==> src/rtl/poly_coef_normalize.sv <==
// rtl/poly_coef_normalize.sv - streams S, reduces each coefficient into [0, Q), writes R, reports true degree
module poly_coef_normalize #(
    parameter int Q  = 5167,
    parameter int W  = 26,
    parameter int AW = 11
) (
    input  logic          clk,
    input  logic          rst,
    input  logic          start,
    input  logic [AW-1:0] deg_in,
    input  logic [W-1:0]  mem_outputS,
    output logic [AW-1:0] mem_address_oS,
    output logic [AW-1:0] mem_address_iR,
    output logic [W-1:0]  mem_inputR,
    output logic          write_enableR,
    output logic [AW-1:0] deg_out,
    output logic          zero_poly,
    output logic          range_err,
    output logic          busy,
    output logic          done
);
    typedef enum logic [1:0] {IDLE, READ, DRAIN, FIN} state_t;

    localparam logic signed [W:0] Q_POS = (W+1)'(Q);
    localparam logic signed [W:0] Q_NEG = (W+1)'(-Q);
    localparam logic signed [W:0] Q_TOP = (W+1)'(2*Q - 1);

    state_t        state, state_nx;
    logic [AW-1:0] n_reg;
    logic [AW:0]   k;
    logic          drain_cnt;
    logic          rd_valid;
    logic [AW-1:0] rd_idx;
    logic [AW-1:0] deg_track;
    logic          nz_seen;

    // One extra bit on the sum keeps v + Q and v - Q exact for every W-bit input.
    logic signed [W:0] v_ext, r_ext;
    logic              out_of_range;

    always_comb begin
        v_ext        = {mem_outputS[W-1], mem_outputS};
        r_ext        = v_ext;
        out_of_range = (v_ext < Q_NEG) || (v_ext > Q_TOP);
        if (v_ext < 0) begin
            r_ext = v_ext + Q_POS;
        end else if (v_ext >= Q_POS) begin
            r_ext = v_ext - Q_POS;
        end
    end

    always_comb begin
        state_nx = state;
        case (state)
            IDLE:  if (start) state_nx = READ;
            READ:  if (k == {1'b0, n_reg}) state_nx = DRAIN;
            DRAIN: if (drain_cnt) state_nx = FIN;
            FIN:   state_nx = IDLE;
            default: state_nx = IDLE;
        endcase
    end

    assign busy           = (state == READ) || (state == DRAIN);
    assign done           = (state == FIN);
    assign mem_address_oS = k[AW-1:0];

    always_ff @(posedge clk) begin
        if (rst) begin
            state          <= IDLE;
            n_reg          <= '0;
            k              <= '0;
            drain_cnt      <= 1'b0;
            rd_valid       <= 1'b0;
            rd_idx         <= '0;
            deg_track      <= '0;
            nz_seen        <= 1'b0;
            write_enableR  <= 1'b0;
            mem_address_iR <= '0;
            mem_inputR     <= '0;
            deg_out        <= '0;
            zero_poly      <= 1'b0;
            range_err      <= 1'b0;
        end else begin
            state <= state_nx;

            // Stage 2: read data arrives one cycle after its address; reduce and write.
            write_enableR  <= rd_valid;
            mem_address_iR <= rd_idx;
            mem_inputR     <= r_ext[W-1:0];
            if (rd_valid) begin
                if (r_ext != 0) begin
                    deg_track <= rd_idx;
                    nz_seen   <= 1'b1;
                end
                if (out_of_range) begin
                    range_err <= 1'b1;
                end
            end

            // Stage 1: address issue.
            rd_valid <= (state == READ);
            rd_idx   <= k[AW-1:0];

            case (state)
                IDLE: begin
                    if (start) begin
                        n_reg     <= deg_in;
                        k         <= '0;
                        drain_cnt <= 1'b0;
                        deg_track <= '0;
                        nz_seen   <= 1'b0;
                        range_err <= 1'b0;
                    end
                end
                READ: begin
                    if (k != {1'b0, n_reg}) begin
                        k <= k + 1'b1;
                    end
                end
                DRAIN: begin
                    drain_cnt <= 1'b1;
                    // The last write-stage update landed one edge earlier, so the tracker is final here.
                    if (drain_cnt) begin
                        deg_out   <= deg_track;
                        zero_poly <= ~nz_seen;
                    end
                end
                default: ;
            endcase
        end
    end
endmodule

==> config.mk <==
export PLATFORM = sky130hd
export DESIGN_NAME = poly_coef_normalize
export DESIGN_NICKNAME = d
export VERILOG_FILES = /design/src/rtl/poly_coef_normalize.sv
export SDC_FILE = /design/constraint.sdc
export NUM_CORES = 1
export LEC_CHECK = 0
export ABC_CLOCK_PERIOD_IN_PS = 6700
export CAP_MARGIN = 20
export CORE_MARGIN = 2
export CORE_UTILIZATION = 56
export CTS_BUF_LIST = sky130_fd_sc_hd__clkbuf_16
export CTS_CLUSTER_DIAMETER = 150
export CTS_CLUSTER_SIZE = 40
export DETAILED_ROUTE_END_ITERATION = 7
export GPL_TIMING_DRIVEN = 0
export PLACE_DENSITY_LB_ADDON = 0.1
export SETUP_SLACK_MARGIN = 0.15
export SYNTH_ARGS = -nofsm -noshare
export SYNTH_HDL_FRONTEND = slang
export SYNTH_SLANG_ARGS = --single-unit
==> constraint.sdc <==
create_clock -name clk -period 6.7 [get_ports clk]
set_input_delay 0.67 -clock clk [delete_from_list [all_inputs] [get_ports clk]]
set_output_delay 0.67 -clock clk [all_outputs]
set_load 0.1 [all_outputs]
Word-level counts from Yosys, hierarchy flattened:

Cells that the tools add are included.

* bits in registers: 101
* output and inout port bits: 64
* logic and storage cells: 65

* add/subtract/negate cells: 3
* $lt $le $gt $ge: 4
* eq/ne operators: 9
* muxes and demuxes: 23
* bitwise logic cells: 1
* reduce and logical (&&, ||, !) cells: 11

Operators by type and width (count)
* 27-bit 2-to-1 mux: 2
* 11-bit 2-to-1 mux: 4
* 32-bit nonzero test: 1
* 26-bit by 14-bit adder with 27-bit output, second input constant: 1
* 26-bit by 14-bit subtractor with 27-bit output, second input constant: 1
* 26-bit by 14-bit greater-or-equal comparator with 1-bit output, second input constant: 1
* 26-bit by 15-bit greater-than comparator with 1-bit output, second input constant: 1
* 26-bit by 1-bit less-than comparator with 1-bit output, second input constant: 1
* 26-bit by 14-bit less-than comparator with 1-bit output, second input constant: 1
* 12-bit 2-to-1 mux: 2
* 12-bit case mux with 2 select lines: 1
* 12-bit by 1-bit adder with 12-bit output, second input constant: 1
* 12-bit by 11-bit equality test with 1-bit output: 1
* 12-bit by 11-bit != test with 1-bit output: 1
* 1-bit 2-to-1 mux: 9
* 2-bit case mux with 4 select lines: 1
* 2-bit 2-to-1 mux: 3
* 2-bit != test, second input constant: 3
* 2-bit AND reduction: 3
* 3-bit AND reduction: 2
* 2-bit equality test, second input constant: 2
* 2-bit nonzero test: 2
* 2-bit by 1-bit equality test with 1-bit output, second input constant: 1
* 2-bit zero test: 1
* other kinds (4): 5

Logic depth before layout (Yosys ltp):

Gate-level depths: netlist (run 1).

* depth after elaboration: 8
* gate-level depth with buffers: 13
* gate-level depth less buffers: 11

Worst setup path after synthesis (run 1):

No wires, ideal clock.

* path kind: in2reg
* start point: input mem_outputS[22]
* end point: register nz_seen
* library setup time: 0.115 ns
* arrival time: 3.382 ns
* required time: 6.585 ns
* setup slack: 3.204 ns
* cell stages on the path: 11
* path buffers: 2
* cell sequence: or4_1 -> or4_4 -> a31oi_4 -> buf_6 -> a211oi_1 -> a311oi_2 -> o2111ai_1 -> a2111oi_2 -> a31oi_1 -> buf_6 -> o21a_1

* longest elaborated chain between the ends: 8
* elaborated cells on any way between the ends: 11
* those cells by class: add/sub: 2; order compare: 2; mux: 6; reduce/logical: 1

RTL lines
* start, declared: line 11 `input logic [W-1:0] mem_outputS,`
* 26-bit by 14-bit subtractor with 27-bit output / 26-bit by 14-bit greater-or-equal comparator with 1-bit output (equally long branches): line 48, 47
* 27-bit 2-to-1 mux: line 47 `end else if (v_ext >= Q_POS) begin`
* 27-bit 2-to-1 mux (*): line 45 `if (v_ext < 0) begin`
* 32-bit nonzero test (*): line 91 `if (r_ext != 0) begin`
* 1-bit 2-to-1 mux (*): line 91
* 1-bit 2-to-1 mux (*): line 90 `if (rd_valid) begin`
* 1-bit 2-to-1 mux: line 106 `if (start) begin`
* 1-bit 2-to-1 mux (*): line 104 `case (state)`
* end signal, assigned: line 76 `nz_seen <= 1'b0;`
* end signal, assigned: line 93 `nz_seen <= 1'b1;`
* end signal, assigned: line 111 `nz_seen <= 1'b0;`
* end, declared: line 35 `logic nz_seen;`

Every way passes the cells marked *; elsewhere a longest branch is shown, timed or not.
A chain may end at the register's enable or synchronous reset.

Worst setup path after layout (run 1):

* start point: input mem_outputS[0]
* end point: register nz_seen

Same word-level chain as after synthesis.

==> flow_summary.yaml, run 1 <==
worst_setup_path:
  cp-end-kind: "flop"
  timing.rr.end: "k[5]"
  crit_chain: "clkdlybuf4s50_1 -> clkbuf_1 -> inv_1 -> ha_1 -> nor4b_1 -> nand4bb_1 -> a21o_1 -> nor2_1 -> o31ai_1 -> nand4_1 -> a2111oi_2 -> a31oi_1 -> buf_6 -> o21a_1"
  critPathLaunchType: "input pin"
  crit_path_start: "mem_outputS[0]"
  cp-endpoint: "nz_seen"
  crit_buf_inv: 4
  crit_slowest_cell: "nor4b_1"
  cp.arrival_ps: 5010
  crit_family: "compound AO/OA/AOI/OAI gates"
  crit_required_ps: 6940
  timing.rr.start: "k[2]"
  cpPeakStageDelay_ps: 750
  reg2reg_setup_slack_ps: 3990
  rr_worst_depth: 9
  critical_path_class: "input pin to flop"
  path_max_fanout: 10
  cp_num_cells: 14
clocking:
  clk_latency_ps: 340
  clockBufferDepth: 2
  hold_buffers: 0
  cts_resized: 0
  cts_tree: "done"
  cts_buffers: 9
  cts_max_level: 3
  post_cts_buffers: 0
  clock-sinks: 101
  clk_pin_slew_worst_paths_ps: 70
  cts_root_buf: "clkbuf_16"
logic_synthesis:
  synth_top_cell_by_area: "dfxtp_1"
  synth_area_leaders: "dfxtp_1 39%, nand2_1 6.8%, nor2_1 4.6%, a21oi_1 3.6%, xor2_1 3.6%"
  yosysSeqAreaShare: 0.393
  syn_inst: 626
  yosys_warnings: 0
  synth_cell_type_count: 73
  yosysTopAreaCellShare: 0.393
  synthesis.area_um2: 5150
  syn-mean-instance-area_um2: 8.22
  synth_fp_nets: 674
  synthFlopType: "dfxtp_1"
  ys_seq_elements: 101
  async_reset_ff_frac: 0
  synth-edff-count: 0
sta:
  final_hold_viol_count: 0
  fin_ws_ps: 1920
  rsz0062_at_grt: "no"
  skew_ps: 10.3
  slew_headroom: 0.339
  period_share: 0.713
  setup_tns_ps: 0
  worst_pin_slew_ps: 988
  slew_viol_final: 0
  report.final.setup_viol: 0
  fmax_mhz: 209
  period_minus_slack_ps: 4780
grt:
  grt_antenna_before_repair: 0
  grt_max_degree: 17
  grt_pass1_vias: 4808
  overflow: 0
  gr-usage-all-layers: 0.304
  grt_pass1_wl_um: 24000
route:
  vias: 5092
  routed-wl-met2_um: 7080
  met3_length_um: 1170
  dr.pass1.iters: 5
  drt_drc_violations_left: 0
  wl_per_cell_um: 17.7
  detail_route.vias_per_cell: 5.98
  ant_nets: 0
  drt_wl_total_um: 15100
  dr.first_iter.drc_count: 494
  dr.max_layer_used: "met4"
  wl_met1_um: 6370
placement:
  place_hpwl_um: 11400
  port-buffer-count: 102
  gp_congestion: 0.979
  dpl_worst_slack_ps: 1710
pwr:
  vdd_drop_max_uv: 179
  p_per_area_nw_per_um2: 257
  p_leak_nw: 2.38
hold_path:
  hold_path_class: "flop to flop"
layout:
  areaGrowthSynthToFinish_pct: 28.1
  drive_gt1_frac: 0.0605
  top_register: "mem_inputR"
  reg.largest.list: "mem_inputR x26, k x12"
  largest_reg_flops: 26
  nNetsFinal: 787
  nFillCells: 662
  antennaDiodeCount: 0
floorplan:
  die_area_um2: 9970
  die_y_um: 99.9
  coreArea_um2: 8810
  io_pins: 104
  die_w_um: 99.9
  rows: 34
  start_util: 0.584
status:
  status: "complete, no violations"
flow_run:
  maxCapViolCount: 0
[layer usage]
layer,up-vias,global-route usage
met5,-,0
met4,0,0.113
met3,44,0.0467
met2,254,0.506
met1,2347,0.402
li1,2447,-
[power by group]
group	internal, W	total (W)	leakage (nW)	switching [W]
sequential	0.000638	0.000666	0.823	0.0000279
combinational	0.000155	0.000518	1.42	0.000363
clock	0.000287	0.000513	0.138	0.000225
total	0.00108	0.00170	2.38	0.000617
[metrics by stage]
stage / util / cells / instance area [um2] / hold WS (ps) / power (W)
4_1_cts: 0.749 / 852 / 6590 / 460 / 0.00170
5_1_grt: 0.749 / 852 / 6590 / 477 / 0.00176
3_5_place_dp: 0.716 / 836 / 6300 / 446 / 0.00119
3_3_place_gp: 0.716 / 836 / 6300 / 440 / 0.00118
6_report: 0.749 / 852 / 6590 / 459 / 0.00170
2_1_floorplan: - / 626 / 5150 / 414 / 0.00105
[cell usage after synthesis, types with 4 or more instances]
library cell  number
ha_1               8
or4_1              5
mux2i_1           15
nand2b_1           5
buf_1              4
o211ai_1           4
buf_4             11
o21a_1             4
and2_1             5
inv_1             11
nor4_1            10
nor3b_1            4
a21oi_1           37
a22oi_1            4
and3_1             6
dfxtp_1          101
xnor2_1           10
or3_1              9
nand4_1           12
nand2_1           93
clkbuf_1          30
nor3_1            21
nor2_1            63
a211oi_1           7
nor2b_1           25
xor2_1            21
o21ai_0           13
a21o_1             4
nand3_1           13
a31oi_1            5
[cells by family after synthesis]
kind of cell | count (synthesis) | share of synthesized area
and+or+nand+nor | 293 | 0.285
AOI/OAI and AO/OA | 120 | 0.167
xor gates and xnor gates | 31 | 0.0528
buffers and inverters | 58 | 0.0532
muxes | 15 | 0.0292
DFF | 101 | 0.393
adders and majority gates | 8 | 0.0195
[worst register-to-register path, stage by stage, from the launching register on]
cell and delay [ps]:
dfxtp_1 350, clkbuf_1 340, xor2_1 180, nor4_1 70
a31oi_1 290, a21oi_1 100, nor2_1 400, nand4_1 350
or3_1 410, a21oi_1 150
[layout by cell type (no fill, tap or decap), drive strengths merged, types with 9 or more instances in the layout]
cell,n
nor2b,25
buf,17
inv,13
mux2i,15
or3,9
clkdlybuf4s50,102
nand2,94
nor3,22
nand4,12
xnor2,10
nor2,64
a21oi,38
nand3,13
o21ai,13
nor4,11
dfxtp,101
clkbuf,39
xor2,21
[final cells by class]
type	instances	area [um2]	share of cell area
buffer	47	233	0.0353
clock buffer	9	225	0.0342
clock inverter	7	65.1	0.00987
inverter	11	41.3	0.00626
multi-input combinational	467	2850	0.432
sequential	101	2020	0.307
tap	108	135	0.0205
timing repair buffer	102	1020	0.155
[how the worst min path moves through the flow]
stage,slack (ps),depth (start not counted),start,to
2_1_floorplan,410,1,nz_seen,zero_poly
3_3_place_gp,440,2,deg_track[5],deg_out[5]
3_5_place_dp,450,1,nz_seen,zero_poly
4_1_cts,460,2,deg_track[5],deg_out[5]
5_1_grt,480,2,deg_track[10],deg_out[10]
6_report,460,2,deg_out[5],deg_out[5]
No activity file was read; power rests on OpenSTA's default activity.
==> inputs of run 2 (changes only) <==
--- a/config.mk
+++ b/config.mk
@@ -5,10 +5,10 @@
 export SDC_FILE = /design/constraint.sdc
 export NUM_CORES = 1
 export LEC_CHECK = 0
-export ABC_CLOCK_PERIOD_IN_PS = 6700
+export ABC_CLOCK_PERIOD_IN_PS = 4600
 export CAP_MARGIN = 20
 export CORE_MARGIN = 2
-export CORE_UTILIZATION = 56
+export CORE_UTILIZATION = 52
 export CTS_BUF_LIST = sky130_fd_sc_hd__clkbuf_16
 export CTS_CLUSTER_DIAMETER = 150
 export CTS_CLUSTER_SIZE = 40
==> constraint.sdc (replaced) <==
create_clock -name clk -period 4.6 [get_ports clk]
set_input_delay 0.46 -clock clk [delete_from_list [all_inputs] [get_ports clk]]
set_output_delay 0.46 -clock clk [all_outputs]
set_load 0.1 [all_outputs]
==> run 2 against run 1 <==
  * Cell count is 2.9% higher
  * Sequential share of layout area is 0.21 points lower
  * Largest power group unchanged
  * First-iteration DRC count is 49% lower
==> flow_summary.yaml, run 2 (synthesis gave the netlist of run 1 again) <==
floorplan:
  die_y_um: 103
  die_area_um2: 10700
  die_w_um: 103
  start_util: 0.531
  coreArea_um2: 9680
  io_pins: 104
  rows: 36
clocking:
  cts_root_buf: "clkbuf_16"
  clock-sinks: 101
  clk_pin_slew_worst_paths_ps: 70
  cts_resized: 0
  cts_max_level: 3
  cts_tree: "done"
  hold_buffers: 0
  clk_latency_ps: 350
  post_cts_buffers: 0
  clockBufferDepth: 2
  cts_buffers: 9
route:
  wl_met1_um: 6180
  dr.max_layer_used: "met4"
  ant_nets: 0
  wl_per_cell_um: 17.1
  detail_route.vias_per_cell: 5.77
  met3_length_um: 941
  vias: 5061
  drt_drc_violations_left: 0
  dr.first_iter.drc_count: 254
  drt_wl_total_um: 15000
  dr.pass1.iters: 6
  routed-wl-met2_um: 7420
sta:
  rsz0062_at_grt: "yes"
  period_minus_slack_ps: 4190
  period_share: 0.912
  fin_hold_ws_ps: 454
  slew_headroom: 0.330
  report.final.setup_viol: 0
  slew_viol_final: 0
  worst_pin_slew_ps: 1000
  fmax_mhz: 238
  final_hold_viol_count: 0
  skew_ps: 6.77
placement:
  placed_cell_area_um2: 6330
  place_hpwl_um: 11600
  port-buffer-count: 102
  placedCellCount: 861
  gp_congestion: 1.02
pwr:
  power.total_w: 0.00246
  p_per_area_nw_per_um2: 371
  vdd_drop_max_uv: 208
  p_leak_nw: 2.39
layout:
  nNetsFinal: 787
  areaGrowthSynthToFinish_pct: 29.0
  fin_util: 0.686
  antennaDiodeCount: 0
  drive_gt1_frac: 0.0672
  fin_cells: 877
  mostFrequentLayoutCell: "clkdlybuf4s50_1"
  final_area_um2: 6640
  reg.largest.list: "mem_inputR x26, k x12"
  layout_common_cells: "102 x clkdlybuf4s50_1, 101 x dfxtp_1, 93 x nand2_1, 63 x nor2_1, 37 x a21oi_1"
  top_register: "mem_inputR"
  largest_reg_flops: 26
worst_setup_path:
  crit_family: "compound AO/OA/AOI/OAI gates"
  crit_chain: "clkdlybuf4s50_1 -> clkbuf_1 -> inv_1 -> ha_1 -> nor4b_2 -> nand4bb_1 -> a21o_1 -> nor2_1 -> o31ai_1 -> nand4_1 -> a2111oi_2 -> a31oi_1 -> buf_6 -> o21a_1"
  crit_required_ps: 4840
  cp.arrival_ps: 4430
  critPathLaunchType: "input pin"
  cp-end-kind: "flop"
  crit_buf_inv: 4
  crit_slowest_cell: "clkdlybuf4s50_1"
  critical_path_class: "input pin to flop"
  cpPeakStageDelay_ps: 460
  path_max_fanout: 10
flow_run:
  maxCapViolCount: 0
grt:
  grt_pass1_vias: 4681
  grt_antenna_before_repair: 0
  grt_max_degree: 20
  gr-usage-all-layers: 0.286
  grt_pass1_wl_um: 23300
  overflow: 0
hold_path:
  hold_path_class: "flop to flop"
status:
  status: "complete, no violations"
run 2: cell count changes in the layout (fill, tap and decap cells not counted), sizes merged:
cell,change
clkinv,+1
inv,+2
bufinv,-1
clkinvlp,-2
run 2: worst paths after layout:
kind | endpoint | slack (ps) | start | depth (start not counted)
worst min-delay path | zero_poly | 450 | nz_seen | 1
worst min register to register | zero_poly | 450 | nz_seen | 1
worst max register to register | k[5] | 2020 | k[2] | 9
worst max-delay path | nz_seen | 410 | mem_outputS[0] | 14
run 2: final cells by class:
cell class	count	area, um2
Fill cell	837	3050
Multi-Input combinational cell	467	2860
Sequential cell	101	2020
Timing Repair Buffer	102	1020
Buffer	47	233
Clock buffer	9	225
Tap cell	133	166
Clock inverter	7	67.6
Inverter	11	41.3
run 2: routing by layer:
| layer | up-vias | GRT usage |
|---|---|---|
| met4 | 0 | 0.124 |
| met5 | - | 0 |
| met2 | 217 | 0.478 |
| met1 | 2366 | 0.363 |
| met3 | 34 | 0.0491 |
| li1 | 2444 | - |
run 2: where the power goes:
part	leakage [nW]	switching, W	internal, W
sequential	0.823	0.0000383	0.000929
clock	0.145	0.000360	0.000381
combinational	1.42	0.000526	0.000226
run 2: metrics by stage:
stage               worst slack, ps  TNS, ps
global placement              -34.4     -284
global route                    128        0
floorplan                      1310        0
detailed placement            -84.4     -608
CTS                             239        0
finish                          407        0
run 2: worst register-to-register path, cell delays in order, from the launching register on:
cell and delay [ps]:
dfxtp_1 330, clkbuf_1 310, xor2_1 180, nor4_1 60, a31oi_1 270, a21oi_1 90
nor2_1 360, nand4_1 360, or3_1 410, a21oi_1 140
==> inputs of run 3 (changes only) <==
--- a/config.mk
+++ b/config.mk
@@ -8,12 +8,13 @@
 export ABC_CLOCK_PERIOD_IN_PS = 4600
 export CAP_MARGIN = 20
 export CORE_MARGIN = 2
-export CORE_UTILIZATION = 52
-export CTS_BUF_LIST = sky130_fd_sc_hd__clkbuf_16
+export CORE_UTILIZATION = 53
+export CTS_BUF_LIST = sky130_fd_sc_hd__clkbuf_4 sky130_fd_sc_hd__clkbuf_8
 export CTS_CLUSTER_DIAMETER = 150
 export CTS_CLUSTER_SIZE = 40
 export DETAILED_ROUTE_END_ITERATION = 7
 export GPL_TIMING_DRIVEN = 0
+export MAX_ROUTING_LAYER = met4
 export PLACE_DENSITY_LB_ADDON = 0.1
 export SETUP_SLACK_MARGIN = 0.15
 export SYNTH_ARGS = -nofsm -noshare
==> run 3 against run 2 <==
  * Critical path depth stayed put
  * Worst hold slack better by 7.7 ps
  * Global-route usage is 1.3 points higher
  * First-iteration DRC count is 51% higher
  * Non-clock buffer count stayed put
  * Register-to-register slack worse by 130 ps
  * Fmax is 2.1% lower
  * Combinational power hardly changed
  * Design area is 1.7% lower
  * Clock skew is 11 ps higher
  * Critical path type unchanged
  * Largest power group unchanged
==> flow_summary.yaml, run 3 (synthesis gave the netlist of run 1 again) <==
hold_path:
  hold_path_class: "flop to flop"
  hold_depth: 2
clocking:
  post_cts_buffers: 0
  cts_tree: "done"
  clockBufferDepth: 2
  cts_root_buf: "clkbuf_8"
  hold_buffers: 0
  cts_max_level: 3
  clk_pin_slew_worst_paths_ps: 100
  cts_resized: 0
  cts_buffers: 9
  clk_latency_ps: 370
  clock-sinks: 101
flow_run:
  maxCapViolCount: 0
grt:
  grt_max_degree: 19
  use_met3: 0.0495
  grt_pass1_wl_um: 23700
  grt_pass1_vias: 4739
  grt_antenna_before_repair: 0
  gr-usage-all-layers: 0.299
  grt-busiest-layer: "met2"
  met1_usage: 0.408
  overflow: 0
  gr-usage-met2: 0.464
sta:
  period_minus_slack_ps: 4280
  report.final.setup_viol: 0
  fmax_mhz: 233
  fin_ws_ps: 316
  fin_hold_ws_ps: 462
  slew_headroom: 0.337
  final_hold_viol_count: 0
  worst_pin_slew_ps: 992
  rsz0062_at_grt: "no"
  skew_ps: 18.2
  slew_viol_final: 0
  setup_tns_ps: 0
  period_share: 0.931
layout:
  nNetsFinal: 787
  layout_common_cells: "102 x clkdlybuf4s50_1, 101 x dfxtp_1, 93 x nand2_1, 63 x nor2_1, 37 x a21oi_1"
  top_register: "mem_inputR"
  antennaDiodeCount: 0
  reg.largest.list: "mem_inputR x26, k x12"
  mostFrequentLayoutCell: "clkdlybuf4s50_1"
  drive_gt1_frac: 0.0645
  areaGrowthSynthToFinish_pct: 26.8
  largest_reg_flops: 26
worst_setup_path:
  cp.arrival_ps: 4540
  rr_worst_depth: 10
  crit_chain: "clkdlybuf4s50_1 -> clkbuf_1 -> inv_1 -> ha_1 -> nor4b_1 -> nand4bb_1 -> a21o_1 -> o221a_2 -> a211oi_2 -> nand4_1 -> a2111oi_2 -> a31oi_1 -> buf_6 -> o21a_1"
  cp-end-kind: "flop"
  crit_family: "compound AO/OA/AOI/OAI gates"
  crit_required_ps: 4850
  critical_path_class: "input pin to flop"
  path_max_fanout: 10
  critPathLaunchType: "input pin"
  crit_slowest_cell: "clkdlybuf4s50_1"
  cp_num_cells: 14
  cpPeakStageDelay_ps: 530
  crit_buf_inv: 4
status:
  status: "complete, no violations"
route:
  detail_route.vias_per_cell: 5.88
  drt_wl_total_um: 15000
  dr.pass1.iters: 8
  ant_nets: 0
  vias: 5129
  drt_drc_violations_left: 0
  wl_per_cell_um: 17.2
  dr.first_iter.drc_count: 383
pwr:
  p_per_area_nw_per_um2: 345
  power.total_w: 0.00225
  vdd_drop_max_uv: 408
  p_leak_nw: 2.34
floorplan:
  start_util: 0.552
  die_area_um2: 10500
  io_pins: 104
  die_y_um: 103
  rows: 35
  die_w_um: 103
  coreArea_um2: 9330
placement:
  place_hpwl_um: 11500
  port-buffer-count: 102
  gp_congestion: 0.956
  dpl_worst_slack_ps: 5.06
run 3: cell count changes in the layout (fill, tap and decap cells not counted), sizes merged:
| cell | before | now |
|---|---|---|
| clkinvlp | 0 | 1 |
| clkbuf | 39 | 40 |
| inv | 15 | 14 |
| clkinv | 3 | 2 |
run 3: final timing paths:
path                   from  slack, ps          to
max reg2reg            k[2]       1890       k[11]
min              deg_out[6]        460  deg_out[6]
max          mem_outputS[0]        320     nz_seen
min reg2reg      deg_out[6]        460  deg_out[6]
run 3: cell type report:
type | count | area [um2]
multi-input cells | 467 | 2860
fillers | 761 | 2800
flip-flops and latches | 101 | 2020
repair buffers | 102 | 1020
plain buffers | 47 | 233
well taps | 129 | 161
clock buffers | 10 | 131
clock inverters | 6 | 53.8
inverters | 11 | 41.3
run 3: per-layer routing:
metal	wire length [um]	vias to the layer above
met4	260	0
met1	6680	2401
met5	0	-
met3	1310	27
li1	-	2447
met2	6800	254
run 3: metrics by stage:
step           std cells  area (um2)  utilization
2_1_floorplan        626        5150            -
3_3_place_gp         857        6330        0.678
3_5_place_dp         857        6330        0.678
4_1_cts              873        6510        0.698
5_1_grt              873        6530        0.700
6_report             873        6530        0.700
run 3: worst min-delay path: cells and delay by family, from the launching register on:
kind               cells  cell delay (ps)
and+or+nand+nor        1               50
AOI/OAI and AO/OA      1               50
DFF                    1              320
run 3: power breakdown:
part	internal, W	switching [W]	total, W
Sequential	0.000929	0.0000362	0.000965
Clock	0.000213	0.000321	0.000534
Combinational	0.000226	0.000530	0.000755
